$ cat src/rtl/fetch_unit_pkg.sv
// Shared core definitions for the fetch path: datapath width, default boot
// address, the fetch packet layout, and a word-alignment helper.
// Contents: XLEN, DEFAULT_RESET_PC, fetch_packet_t, word_align().
`timescale 1ns/1ps
package fetch_unit_pkg;

  localparam int XLEN = 32;

  localparam logic [XLEN-1:0] DEFAULT_RESET_PC = 32'h0000_0000;

  // Clears the two byte-offset bits of a fetch address.
  localparam logic [XLEN-1:0] WORD_MASK = ~32'h0000_0003;

  typedef struct packed {
    logic [XLEN-1:0] pc;
    logic [XLEN-1:0] instr;
  } fetch_packet_t;

  function automatic logic [XLEN-1:0] word_align(input logic [XLEN-1:0] addr);
    return addr & WORD_MASK;
  endfunction

endpackage

$ cat src/rtl/fetch_fifo.sv
// Purpose: small circular packet buffer with synchronous flush and an occupancy count.
// Latency: a pushed entry is visible at the head on the cycle after the push.
// Backpressure: none internally; the producer must never push when full.
// Ports: clk/reset (sync, active-high); flush_i empties the buffer and wins over
// push_i/pop_i; push_dat_i is written at the tail; head_dat_o is the oldest
// entry; count_o is the number of valid entries (0..DEPTH).
`timescale 1ns/1ps
module fetch_fifo
  import fetch_unit_pkg::*;
#(
  parameter type T     = fetch_packet_t,
  parameter int  DEPTH = 2,
  localparam int PW    = $clog2(DEPTH),
  localparam int CW    = $clog2(DEPTH) + 1
) (
  input  logic          clk,
  input  logic          reset,
  input  logic          flush_i,
  input  logic          push_i,
  input  T              push_dat_i,
  input  logic          pop_i,
  output T              head_dat_o,
  output logic [CW-1:0] count_o
);

  T              mem_q [DEPTH];
  logic [PW-1:0] head_q;
  logic [PW-1:0] tail_q;
  logic [CW-1:0] count_q;

  // DEPTH is a power of two, so pointer wrap is plain binary overflow.
  always_ff @(posedge clk) begin
    if (reset || flush_i) begin
      head_q  <= '0;
      tail_q  <= '0;
      count_q <= '0;
    end else begin
      if (push_i) tail_q <= tail_q + 1'b1;
      if (pop_i)  head_q <= head_q + 1'b1;
      count_q <= count_q + CW'(push_i) - CW'(pop_i);
    end
  end

  // Storage carries no reset; entries are only observed once counted valid.
  always_ff @(posedge clk) begin
    if (push_i && !flush_i && !reset) mem_q[tail_q] <= push_dat_i;
  end

  assign head_dat_o = mem_q[head_q];
  assign count_o    = count_q;

endmodule

$ cat src/rtl/fetch_unit.sv
// Purpose: instruction fetch front end; issues PC requests to imem and buffers returned packets.
// Latency: 2 cycles from request acceptance to valid_out; one packet per cycle sustained.
// Backpressure: credit-based; a request is offered only if the buffer has room for its response.
// Ports: clk/reset (sync, active-high); mispredict/mispredict_pc flush and redirect;
// imem_req_valid/ready/addr request channel; imem_resp_valid/data response
// (fixed 1-cycle latency); valid_out/ready_out/data_out packet stream downstream.
`timescale 1ns/1ps
module fetch_unit
  import fetch_unit_pkg::*;
#(
  parameter logic [XLEN-1:0] RESET_PC  = DEFAULT_RESET_PC,
  parameter int              BUF_DEPTH = 2
) (
  input  logic            clk,
  input  logic            reset,
  input  logic            mispredict,
  input  logic [XLEN-1:0] mispredict_pc,
  output logic            imem_req_valid,
  input  logic            imem_req_ready,
  output logic [XLEN-1:0] imem_req_addr,
  input  logic            imem_resp_valid,
  input  logic [XLEN-1:0] imem_resp_data,
  output logic            valid_out,
  input  logic            ready_out,
  output fetch_packet_t   data_out
);

  localparam int CW = $clog2(BUF_DEPTH) + 1;

  logic [XLEN-1:0] pc_q, pc_d;
  logic [XLEN-1:0] tag_pc_q, tag_pc_d;
  logic            inflight_q, inflight_d;

  logic [CW-1:0]   count;
  logic [CW:0]     committed;
  logic            credit_ok;
  logic            accept;
  logic            push;
  logic            pop;
  logic            flush;
  fetch_packet_t   push_dat;

  assign valid_out = !reset && (count != '0);
  assign pop       = valid_out && ready_out;

  // Slots already spoken for: buffered packets plus the one in flight, minus
  // the one leaving this cycle. Issuing only below depth means a response
  // always finds a free slot, so the buffer can never overflow.
  assign committed = {1'b0, count} + (CW+1)'(inflight_q) - (CW+1)'(pop);
  assign credit_ok = committed < (CW+1)'(BUF_DEPTH);

  assign imem_req_valid = !reset && !mispredict && credit_ok;
  assign imem_req_addr  = pc_q;
  assign accept         = imem_req_valid && imem_req_ready;

  // A response only counts if its request is still tracked; this drops
  // responses that were cancelled by a flush or by reset.
  assign push     = imem_resp_valid && inflight_q && !mispredict;
  assign push_dat = '{pc: tag_pc_q, instr: imem_resp_data};
  assign flush    = mispredict;

  always_comb begin
    pc_d       = pc_q;
    tag_pc_d   = tag_pc_q;
    inflight_d = inflight_q;
    if (mispredict) begin
      pc_d       = word_align(mispredict_pc);
      inflight_d = 1'b0;
    end else begin
      if (accept) begin
        pc_d     = pc_q + 32'd4;
        tag_pc_d = pc_q;
      end
      // A new acceptance in the same cycle as a response keeps inflight set.
      inflight_d = accept | (inflight_q & ~imem_resp_valid);
    end
  end

  always_ff @(posedge clk) begin
    if (reset) begin
      pc_q       <= RESET_PC;
      tag_pc_q   <= '0;
      inflight_q <= 1'b0;
    end else begin
      pc_q       <= pc_d;
      tag_pc_q   <= tag_pc_d;
      inflight_q <= inflight_d;
    end
  end

  fetch_fifo #(
    .T     (fetch_packet_t),
    .DEPTH (BUF_DEPTH)
  ) u_fetch_fifo (
    .clk        (clk),
    .reset      (reset),
    .flush_i    (flush),
    .push_i     (push),
    .push_dat_i (push_dat),
    .pop_i      (pop),
    .head_dat_o (data_out),
    .count_o    (count)
  );

endmodule
$ cat config.mk
export PLATFORM = sky130hd
export DESIGN_NAME = fetch_unit
export DESIGN_NICKNAME = d
export VERILOG_FILES = /design/src/rtl/fetch_unit_pkg.sv /design/src/rtl/fetch_fifo.sv /design/src/rtl/fetch_unit.sv
export SDC_FILE = /design/constraint.sdc
export NUM_CORES = 1
export LEC_CHECK = 0
export BUFFER_PORTS_ARGS = -buffer_cell sky130_fd_sc_hd__buf_2
export CAP_MARGIN = 20
export CELL_PAD_IN_SITES_DETAIL_PLACEMENT = 1
export CELL_PAD_IN_SITES_GLOBAL_PLACEMENT = 2
export CORE_UTILIZATION = 32
export DETAILED_ROUTE_END_ITERATION = 10
export PLACE_DENSITY_LB_ADDON = 0.1
export RECOVER_POWER = 25
export SYNTH_ARGS = -nofsm -noshare
export SYNTH_HDL_FRONTEND = slang
export SYNTH_SLANG_ARGS = --single-unit
export TNS_END_PERCENT = 1
$ cat constraint.sdc
create_clock -name clk -period 7.35 [get_ports clk]
set_input_delay 1.47 -clock clk [delete_from_list [all_inputs] [get_ports clk]]
set_output_delay 1.47 -clock clk [all_outputs]
set_load 0.005 [all_outputs]
After elaboration in Yosys (flattened, before gate mapping)
Memories as Yosys holds them, arrays and structs flattened. A register that Yosys moved wholly into a read port is not among the register bits.
Index checks and enable logic that the tools add are counted.
{"block": "classes", "n_addsub": 7, "mux": 6, "n_bitwise": 4, "n_reduce_logical": 16, "n_lt_le_gt_ge": 1}
{"cell": "two-way mux 32 bit", "n": 2}
{"cell": "adder 32 x 3 -> 32 bit (second input constant)", "n": 1}
{"cell": "logical AND 1 bit", "n": 9}
{"cell": "two-way mux 1 bit", "n": 4}
{"cell": "nonzero test 2 bit", "n": 2}
{"cell": "adder 2 x 1 -> 3 bit", "n": 1}
{"cell": "less-than comparator 3 x 2 -> 1 bit (second input constant)", "n": 1}
{"cell": "subtractor 3 x 1 -> 3 bit", "n": 1}
{"cell": "adder 1 bit (second input constant)", "n": 2}
{"cell": "adder 2 x 1 -> 2 bit", "n": 1}
{"cell": "zero test 1 bit", "n": 2}
{"cell": "inverter 1 bit", "n": 2}
{"cell": "AND reduction 2 bit", "n": 1}
{"cell": "OR reduction 2 bit", "n": 1}
{"cell": "subtractor 2 x 1 -> 2 bit", "n": 1}
{"cell": "bitwise AND 1 bit", "n": 1}
{"cell": "logical OR 1 bit", "n": 1}
{"cell": "bitwise OR 1 bit", "n": 1}
{"block": "word_totals", "ramBits": 128, "mem_count": 1, "output_inout_bits": 98, "regBits": 69}
{"memory": "u_fetch_fifo.mem_q", "depth": 2, "width": 64, "rd": 1, "rd_ports_with_merged_regs": 1, "wr": 1, "line": "fetch_fifo.sv:26", "source": "T mem_q [DEPTH];"}

Depth between registers and ports, before layout
Gate-level depths: netlist of run 1.
{"block": "depth", "word_depth": 9, "depth_mapped": 16}

By module
A second synthesis of run 1 with hierarchy kept.
{"block": "unflattened", "cells_unflattened": 595, "hier_area_um2": 8110.3}
{"mod": "fetch_fifo", "area_per_inst_um2": 5138.7, "n_inst": 1, "cells_each": 219}
{"mod": "fetch_unit", "area_per_inst_um2": 2971.6, "n_inst": 1, "cells_each": 376}

Worst setup path after synthesis of run 1
Ideal clock, no wire load.
{"block": "synth_timing", "path_kind": "input to register", "start": "input mispredict", "end": "memory u_fetch_fifo.mem_q[0][0] in the netlist's numbering (enable)", "cell_stages": 4, "arrival_ps": 6357, "path_buffers": 2, "path_slack_ps": 435, "required_ps": 6792, "cell_sequence": "clkbuf_1 > or2_2 > clkbuf_1 > nor3_1"}
{"block": "synth_via", "elab_chain_cells": 6}
{"item": "start: declaration", "line": "fetch_unit.sv:16", "source": "input logic mispredict,"}
{"item": "zero test 1 bit (*)", "line": "fetch_fifo.sv:46, fetch_unit.sv:58"}
{"item": "logical AND 1 bit", "line": "fetch_unit.sv:58", "source": "assign push = imem_resp_valid && inflight_q && !mispredict;"}
{"item": "logical AND 1 bit (*) (2 in a row)", "line": "fetch_fifo.sv:46", "source": "if (push_i && !flush_i && !reset) mem_q[tail_q] <= push_dat_i;"}
{"item": "two-way mux 1 bit (*)", "line": "fetch_fifo.sv:46"}
{"item": "two-way mux 1 bit (implied by the code) (*)", "line": "fetch_fifo.sv:46"}
{"item": "end: declaration", "line": "fetch_fifo.sv:26"}
Every way passes the cells marked *; elsewhere a longest branch is shown, timed or not.

Worst setup path after layout of run 1
{"block": "layout_timing", "start": "input reset", "end": "output imem_req_valid"}
{"block": "layout_via", "elab_chain_cells": 6}
{"item": "start: declaration", "line": "fetch_unit.sv:15", "source": "input logic reset,"}
{"item": "zero test 1 bit", "line": "fetch_unit.sv:43", "source": "assign valid_out = !reset && (count != '0);"}
{"item": "logical AND 1 bit", "line": "fetch_unit.sv:43"}
{"item": "logical AND 1 bit", "line": "fetch_unit.sv:44", "source": "assign pop = valid_out && ready_out;"}
{"item": "net pop", "line": "fetch_unit.sv:39", "source": "logic pop;"}
{"item": "subtractor 3 x 1 -> 3 bit", "line": "fetch_unit.sv:49", "source": "assign committed = {1'b0, count} + (CW+1)'(inflight_q) - (CW+1)'(pop);"}
{"item": "less-than comparator 3 x 2 -> 1 bit", "line": "fetch_unit.sv:50", "source": "assign credit_ok = committed < (CW+1)'(BUF_DEPTH);"}
{"item": "logical AND 1 bit", "line": "fetch_unit.sv:52", "source": "assign imem_req_valid = !reset && !mispredict && credit_ok;"}
{"item": "end: declaration", "line": "fetch_unit.sv:18", "source": "output logic imem_req_valid,"}
The timed path passes the listed nets, and every way through them passes these cells.

==> results of run 1 <==
[cells in the final DEF, fill, tap and decap left out, types with 11 or more instances in the layout]
master / n
buf_2: 161
edfxtp_1: 124
nand2_1: 84
dfxtp_1: 65
mux2_2: 62
a21oi_1: 50
nor2_1: 26
clkbuf_16: 17
inv_1: 15
nor4_1: 11
[sequential cells by signal, summed over array words and instances (netlist names), named ones only]
signal and cells:
u_fetch_fifo.head_q 1, u_fetch_fifo.mem_q 124, u_fetch_fifo.count_o 2, u_fetch_fifo.tail_q 1, inflight_q 1, imem_req_addr 30
tag_pc_q 30
[metrics by stage]
step	std cells	worst slack (ps)	utilization (%)	hold slack, ps
after floorplan	612	435	-	425
after global placement	1058	2140	37.3	433
after detailed placement	1058	1990	37.3	441
after CTS	1090	2230	39.8	458
after global routing	1092	2030	39.8	468
final	1092	2270	39.8	459
[where the power goes]
group | switching, mW | internal, mW
Clock | 0.446 | 0.457
Sequential | 0.0240 | 1.14
Combinational | 0.0522 | 0.0407
Total | 0.522 | 1.64
[metal layers]
metal / up-vias / track usage, % / routed length, um
met4: 0 / 4.95 / 236
met5: - / 0 / 0
li1: 2502 / - / -
met3: 15 / 4.02 / 949
met2: 126 / 27.9 / 9400
met1: 2539 / 19.4 / 8580
[worst reg2reg max path, delay by kind of cell (launching register included)]
kind            cells  cell delay [ps]
fa+ha+maj           2              620
simple gates        3             1050
compound gates      4              520
buf+inv             3              610
flops               1              400
xor+xnor            1              660
[final cells by class]
cell class | count | area, um^2
Fill cell | 2599 | 14200
Sequential cell | 190 | 5050
Multi-Input combinational cell | 367 | 2420
Timing Repair Buffer | 168 | 858
Clock buffer | 17 | 425
Tap cell | 319 | 399
Clock inverter | 15 | 164
Inverter | 15 | 56.3
Antenna cell | 1 | 2.50
[how the worst min path moves through the flow]
stage / from / endpoint / slack (ps) / cells after the start
CTS: tag_pc_q[2] / u_fetch_fifo.mem_q[1][34] / 460 / 0
finish: tag_pc_q[23] / u_fetch_fifo.mem_q[0][55] / 460 / 0
global placement: tag_pc_q[29] / u_fetch_fifo.mem_q[0][61] / 430 / 0
detailed placement: tag_pc_q[28] / u_fetch_fifo.mem_q[1][60] / 440 / 0
floorplan: tag_pc_q[2] / u_fetch_fifo.mem_q[0][34] / 430 / 0
global route: tag_pc_q[28] / u_fetch_fifo.mem_q[0][60] / 470 / 0
[cells by family (layout without fill, tap and decap cells)]
group | after synthesis | count (layout) | synth area share [%]
buffers and inverters | 55 | 215 | 3.22
flip-flops | 190 | 190 | 65.6
AND/OR/NAND/NOR | 181 | 181 | 11.4
multiplexers | 68 | 68 | 9.86
adder cells (fa/ha/maj) | 5 | 5 | 0.911
XOR/XNOR | 19 | 19 | 2.16
other | 1 | 5 | 0.0488
AO/OA/AOI/OAI | 90 | 90 | 6.80
==> qor.csv, run 1 <==
metric,value,unit
post-route clock period utilization,69.1,%
Pleak,3.24,nW
Die Wd,157,um
Pwr per Cell Area,231,mW/mm^2
R2R Setup Slk,3340,ps
Worst EP arrival,3610,ps
Residual DRC,0,
CTS tree,built,
CTS Buffer Depth,2,
# Max-Cap Violations,0,
row count,56,
cell family with most CP delay,XOR/XNOR gates,
CP max FO,9,
Ports,168,
peak supply drop,0.152,mV
Synth Register Bits,190,
initial antenna violation count,1,
CP endpoint,imem_req_valid,
DIE HEIGHT,157,um
prevailing post-synth register cell,edfxtp_1,
first-pass GRT wire length,29700,um
Clock Sinks,190,
full die area,0.0247,mm^2
synthesized instance count,609,
Yosys top cell area share,48.4,%
post-cts sizing count,0,
routability cong.,0.726,
Final Hold Viols,0,
placed cell area,0.00878,mm^2
# Post-CTS Setup Buffers,0,
"top cells by count, synth","edfxtp_1 (124), nand2_1 (84), dfxtp_1 (66)",
"Clk Latency, worst-skew pair",430,ps
CP Depth,10,
Synthesis Warnings,0,
port bufs,161,
Syn Area/Cell,12.6,um^2
dpl hpwl,12500,um
vias in the first global route,5485,
DR iter-0 viols,254,
CTS root buffer,clkbuf_16,
Initial Util,32.7,%
"Seq/Total Area, Yosys",65.6,%
most frequent CP cell,buf_2,
clock transition at the registers of the reported paths,70,ps
layout cells sized above 1,35.5,%
Area Growth Syn to Fin,22.0,%
Crit Reg-Reg Startpoint,u_fetch_fifo.count_o[1],
most numerous cell in the Yosys netlist,edfxtp_1,
Critical Path RT,5880,ps
CORE AREA,0.0235,mm^2
worst path cell trace,buf_2 -> a21oi_1 -> and2_1 -> ha_1 -> inv_1 -> nand2_1 -> fa_1 -> xor2_1 -> nor3b_1 -> buf_2,
final setup violation count,0,
critical path's largest stage delay,660,ps
setup TNS,0,ps
run status,completed,
Pins Over Slew Limit,0,
First-pass DRT Iterations,4,
vias per cell,4.75,
ys async rst share,0,%
Detail Route Antenna Nets,0,
Routed WL per cell,17.5,um
post-synth top area cell,edfxtp_1,
CTS Buf Count,17,
Post-synth EDFFs,124,
RSZ-0062 raised after global routing,no,
Total GRT Usage,16.0,%
WP buf/inv,3,
critical path class,in2out,
"top cells by area, synth","edfxtp_1 (48%), dfxtp_1 (17%), mux2_2 (9.1%), nand2_1 (4.1%), a21oi_1 (3.3%)",
Startpoint Class,input pin,
Final min period,5080,ps
via count,5182,
worst-case reg-to-reg path depth,13,
CP Capture Type,output pin,
"Remaining Overflow, GRT",0,
routed wire length,19200,um
H-tree depth,4,
Worst-Margin Slew,920,ps
FMAX,197,MHz
Hold Path Class,reg2reg,
Synth Cell Area,0.00769,mm^2
largest net degree at the start of global routing,63,
Setup crit start,reset,
skew final,15.0,ps
number of library cell types mapped by synthesis,46,
finished layout cell area,0.00938,mm^2
fin nets,834,
slew margin rel.,38.7,%
Pwr Total,2.17,mW
Post-CTS Hold Buffers,0,
r2r endpoint,imem_req_addr[24],
"Slowest-stage cell, CP",xor2_1,
Power figures use the tool's default switching activity.
==> run 2, diff against run 1 <==
==> constraint.sdc (replaced) <==
create_clock -name clk -period 4.26 [get_ports clk]
set_input_delay 0.852 -clock clk [delete_from_list [all_inputs] [get_ports clk]]
set_output_delay 0.852 -clock clk [all_outputs]
set_load 0.005 [all_outputs]
==> run 2 against run 1 <==
Count of clock-buffer cells in the layout is the same. Clock skew shrank 2.0 ps. Clock power grew 87%. Global-route usage is essentially flat. Utilization grew 0.44 points. Largest power group unchanged.
==> qor.csv, run 2 (same netlist as run 1, synthesis figures left out) <==
metric,value,unit,change
Detail Route Antenna Nets,0,,unchanged
clock transition at the registers of the reported paths,70,ps,about the same
First-pass DRT Iterations,4,,unchanged
slew margin rel.,42.3,%,+3.6 points
routability cong.,0.774,,+6.5%
final worst slack,707,ps,-1560 ps
cell family with most CP delay,adder cells,,
CP max FO,9,,unchanged
largest reg by FF count,u_fetch_fifo.mem_q,,
skew final,13.0,ps,-2.01 ps
most frequent cells in the layout,"buf_2 (152), edfxtp_1 (124), nand2_1 (84)",,
"Endpoint, Worst Hold",u_fetch_fifo.mem_q[1][47],,
max reg flops,124,,unchanged
r2r endpoint,imem_req_addr[11],,
setup TNS,0,ps,unchanged
Pwr per Cell Area,408,mW/mm^2,+77%
CTS root buffer,clkbuf_16,,
CTS Buf Count,17,,unchanged
Final min period,3550,ps,
Critical Path RT,3410,ps,-2470 ps
RSZ-0062 raised after global routing,no,,
DR iter-0 viols,275,,+8.3%
CORE AREA,0.0235,mm^2,unchanged
peak supply drop,0.223,mV,+47%
Area Growth Syn to Fin,23.3,%,
DIE HEIGHT,157,um,unchanged
routed wire length,19200,um,+0.16%
WP buf/inv,4,,+1
Residual DRC,0,,unchanged
FMAX,281,MHz,
critical path class,in2out,,
H-tree depth,4,,unchanged
grt met3 use,3.74,%,-0.28 points
GR Layer Usage met1,19.5,%,+0.16 points
largest net degree at the start of global routing,63,,unchanged
Ports,168,,unchanged
full die area,0.0247,mm^2,unchanged
post-cts sizing count,0,,unchanged
final setup violation count,0,,unchanged
"Clk Latency, worst-skew pair",430,ps,about the same
Worst Hold Depth,0,,unchanged
# Post-CTS Setup Buffers,0,,unchanged
worst-case reg-to-reg path depth,13,,unchanged
R2R Setup Slk,870,ps,-2470 ps
Initial Util,32.7,%,unchanged
post-route clock period utilization,83.4,%,
Post-CTS Hold Buffers,0,,unchanged
fin nets,838,,+0.48%
Hold Path Class,reg2reg,,
# Max-Cap Violations,0,,unchanged
vias per cell,4.71,,-0.66%
most frequent CP cell,buf_2,,
Die Wd,157,um,unchanged
via count,5162,,-0.39%
Clock Sinks,190,,unchanged
antenna cell count,0,,-1
initial antenna violation count,0,,-1
worst path cell trace,buf_2 -> a21oi_1 -> and2_1 -> ha_1 -> inv_1 -> nand2_1 -> fa_1 -> xor2_1 -> buf_4 -> nor3b_1 -> buf_2,,
dpl hpwl,12600,um,+0.83%
"Remaining Overflow, GRT",0,,unchanged
global routing met2 resource utilization,28.1,%,+0.19 points
vias in the first global route,5313,,-3.1%
Worst-Margin Slew,866,ps,-54.0 ps
Worst EP arrival,2700,ps,-910 ps
"Slowest-stage cell, CP",fa_1,,
Pins Over Slew Limit,0,,unchanged
Pleak,3.27,nW,+1.0%
Startpoint Class,input pin,,
critical path's largest stage delay,390,ps,-270 ps
CTS Buffer Depth,2,,unchanged
Top Usage Layer GRT,met2,,
run status,completed,,
DP Worst Slack,351,ps,-1640 ps
first-pass GRT wire length,29500,um,-0.77%
placed cell count,1062,,+0.38%
Final Hold Viols,0,,unchanged
layout cells sized above 1,34.7,%,-0.83 points
Crit Reg-Reg Startpoint,u_fetch_fifo.count_o[1],,
"commonest non-fill, non-tap cell in the layout",buf_2,,
CTS tree,built,,
port bufs,161,,unchanged
non-filler cells in the finished layout,1095,,+0.27%
CP Capture Type,output pin,,
hold path startpoint,tag_pc_q[15],,
Routed WL per cell,17.5,um,-0.12%
Total GRT Usage,16.0,%,-0.049 points
row count,56,,unchanged
## run 2: power breakdown
group          internal [mW]  total (mW)  switching, mW
clock network          0.912        1.69          0.780
logic                 0.0706       0.160         0.0894
registers               1.97        2.02         0.0408
total                   2.96        3.87          0.910
## run 2: how the worst max path moves through the flow
stage,end,cells after the start,start,slack (ps)
5_1_grt,imem_req_valid,11,u_fetch_fifo.count_o[1],500
3_5_place_dp,imem_req_addr[11],13,reset,350
4_1_cts,imem_req_valid,11,reset,670
2_1_floorplan,u_fetch_fifo.mem_q[0][0],4,mispredict,-150
3_3_place_gp,imem_req_addr[11],13,reset,440
6_report,imem_req_valid,11,reset,710
## run 2: layout make-up
class                      count  area [um^2]
sequential                   190         5050
fill                        2572        14100
timing repair buffer         172          902
multi-input combinational    367         2440
tap                          319          399
clock buffer                  17          425
clock inverter                15          214
inverter                      15         56.3
## run 2: stage by stage
| stage | utilization (%) | area, um^2 | hold slack, ps | total power, mW |
|---|---|---|---|---|
| after floorplan | - | 7710 | 425 | 2.13 |
| after global placement | 37.6 | 8850 | 434 | 2.22 |
| after detailed placement | 37.6 | 8850 | 442 | 2.22 |
| after CTS | 40.3 | 9490 | 460 | 3.93 |
| after global routing | 40.3 | 9480 | 461 | 4.01 |
| final | 40.3 | 9480 | 458 | 3.87 |
## run 2: worst reg2reg max path: cells and delay by family, from the launching register on
family / cells / cell delay (ps)
AO/OA/AOI/OAI: 3 / 340
adder cells (fa/ha/maj): 2 / 740
buffers and inverters: 3 / 450
flip-flops: 1 / 400
AND/OR/NAND/NOR: 5 / 1380
## run 2: per-layer routing
metal	share of wire (%)	up-vias
li1	-	2515
met1	45	2507
met2	50	129
met3	4.9	11
met4	0.76	0
met5	0	-
==> run 3, diff against run 2 <==
--- a/config.mk
+++ b/config.mk
@@ -9,7 +9,7 @@
 export CAP_MARGIN = 20
 export CELL_PAD_IN_SITES_DETAIL_PLACEMENT = 1
 export CELL_PAD_IN_SITES_GLOBAL_PLACEMENT = 2
-export CORE_UTILIZATION = 32
+export CORE_UTILIZATION = 36
 export DETAILED_ROUTE_END_ITERATION = 10
 export PLACE_DENSITY_LB_ADDON = 0.1
 export RECOVER_POWER = 25
==> constraint.sdc (replaced) <==
create_clock -name clk -period 3.7 [get_ports clk]
set_input_delay 0.74 -clock clk [delete_from_list [all_inputs] [get_ports clk]]
set_output_delay 0.74 -clock clk [all_outputs]
set_load 0.005 [all_outputs]
==> run 3 against run 2 <==
Critical endpoint unchanged. Critical path type is now reg2out. Register-to-register slack lost 450 ps. Largest cell class unchanged. Power grew 11%. Cell area fell by 0.51%. Largest power group unchanged. Final cell count down 3.6%. Global-route usage rose by 1.9 points. Highest routed layer unchanged. Combinational power grew 16%. Utilization increased by 4.7 points.
==> qor.csv, run 3 (same netlist as run 1, synthesis figures left out) <==
metric,value,unit,change
run status,completed,,
DR iter-0 viols,215,,-22%
via count,5217,,+1.1%
DIE HEIGHT,148,um,-5.6%
setup TNS,0,ps,unchanged
port bufs,161,,unchanged
Critical Path RT,2960,ps,-450 ps
critical path class,reg2out,,
Post-CTS Hold Buffers,0,,unchanged
# Post-CTS Setup Buffers,0,,unchanged
CORE AREA,0.0210,mm^2,-11%
CTS tree,built,,
slew margin rel.,31.4,%,-11 points
R2R Setup Slk,420,ps,-450 ps
vias in the first global route,5415,,+1.9%
CP Capture Type,output pin,,
Residual DRC,0,,unchanged
# Max-Cap Violations,0,,unchanged
Die Wd,148,um,-5.6%
multi-input combinational cell area,0.00243,mm^2,-0.21%
Top Usage Layer GRT,met2,,
CTS root buffer,clkbuf_16,,
post-cts sizing count,0,,unchanged
layout cells sized above 1,35.1,%,+0.42 points
Detail Route Antenna Nets,0,,unchanged
Ports,168,,unchanged
DP Worst Slack,64.0,ps,-287 ps
max reg flops,124,,unchanged
Final Hold Viols,0,,unchanged
first-pass GRT wire length,29800,um,+1.2%
most frequent cells in the layout,"buf_2 (154), edfxtp_1 (124), nand2_1 (84)",,
fin nets,843,,+0.60%
final setup violation count,0,,unchanged
clock transition at the registers of the reported paths,80,ps,about the same
"commonest non-fill, non-tap cell in the layout",buf_2,,
grt met3 use,4.85,%,+1.1 points
First-pass DRT Iterations,4,,unchanged
Sequential Area,0.00505,mm^2,about the same
full die area,0.0219,mm^2,-11%
FMAX,299,MHz,
peak supply drop,0.311,mV,+40%
Pleak,3.28,nW,+0.35%
vias per cell,4.94,,+4.8%
RSZ-0062 raised after global routing,no,,
Routed WL per cell,18.1,um,+3.2%
GR Layer Usage met1,22.1,%,+2.6 points
Pwr per Cell Area,454,mW/mm^2,+11%
Hold Path Class,reg2reg,,
largest reg by FF count,u_fetch_fifo.mem_q,,
fillers,2288,,-11%
Total GRT Usage,17.9,%,+1.9 points
final worst slack,351,ps,-356 ps
"Clk Latency, worst-skew pair",440,ps,about the same
Clock Sinks,190,,unchanged
CTS Buffer Depth,2,,unchanged
Worst-Margin Slew,1020,ps,+159 ps
largest net degree at the start of global routing,63,,unchanged
Initial Util,36.7,%,+4.0 points
routability cong.,0.776,,+0.25%
initial antenna violation count,0,,unchanged
Pins Over Slew Limit,0,,unchanged
Final min period,3350,ps,
"Remaining Overflow, GRT",0,,unchanged
row count,53,,-5.4%
Startpoint Class,flop,,
Worst EP arrival,2610,ps,-90 ps
CP max FO,5,,-4
routed wire length,19100,um,-0.44%
H-tree depth,4,,unchanged
post-route clock period utilization,90.5,%,
global routing met2 resource utilization,30.5,%,+2.5 points
antenna cell count,0,,unchanged
CTS Buf Count,17,,unchanged
dpl hpwl,13300,um,+5.0%
skew final,13.9,ps,+0.939 ps
Area Growth Syn to Fin,22.7,%,
## run 3: changes by cell type in the layout (fill, tap and decap cells not counted), moves of 2 or more
cell	change
buf_12	+3
buf_2	+2
buf_4	+2
bufinv_16	-2
inv_6	-2
inv_8	+2
## run 3: layout make-up
cell class | instances | area share, %
sequential | 190 | 53.5
multi-input combinational | 367 | 25.8
timing repair buffer | 177 | 10.4
clock buffer | 18 | 4.55
tap | 275 | 3.65
clock inverter | 14 | 1.55
inverter | 15 | 0.597
## run 3: stage by stage
stage	hold slack, ps	cell area [um^2]	std cells	utilization (%)	total power, mW
after floorplan	425	7710	612	-	2.45
after global placement	435	8870	1024	42.3	2.55
after detailed placement	442	8870	1024	42.3	2.56
after CTS	460	9440	1056	45.1	4.34
after global routing	464	9430	1056	45.0	4.45
final	457	9430	1056	45.0	4.29
## run 3: final timing paths
kind	cells past startpoint	to	from
setup / recovery	10	imem_req_valid	u_fetch_fifo.count_o[1]
hold / removal	0	u_fetch_fifo.mem_q[1][50]	tag_pc_q[18]
setup reg to reg	12	imem_req_addr[6]	u_fetch_fifo.count_o[1]
hold reg to reg	0	u_fetch_fifo.mem_q[1][50]	tag_pc_q[18]
## run 3: critical path, cell delays in order, from the launching register on
cell and delay (ps):
dfxtp_1 400, inv_1 90, a21oi_1 150, and2_1 180, ha_1 240, inv_1 80, nand2_1 70, fa_1 380
xor2_1 200, nor3b_1 240, buf_2 150
## run 3: metal layers
layer | share of wire [%] | vias up
met5 | 0 | -
met4 | 0.89 | 0
met3 | 5.3 | 13
met2 | 50 | 140
met1 | 44 | 2539
li1 | - | 2525
## run 3: where the power goes
group,switching [mW],internal (mW)
clock,0.879,0.902
sequential,0.0465,2.27
combinational,0.103,0.0819
total,1.03,3.26
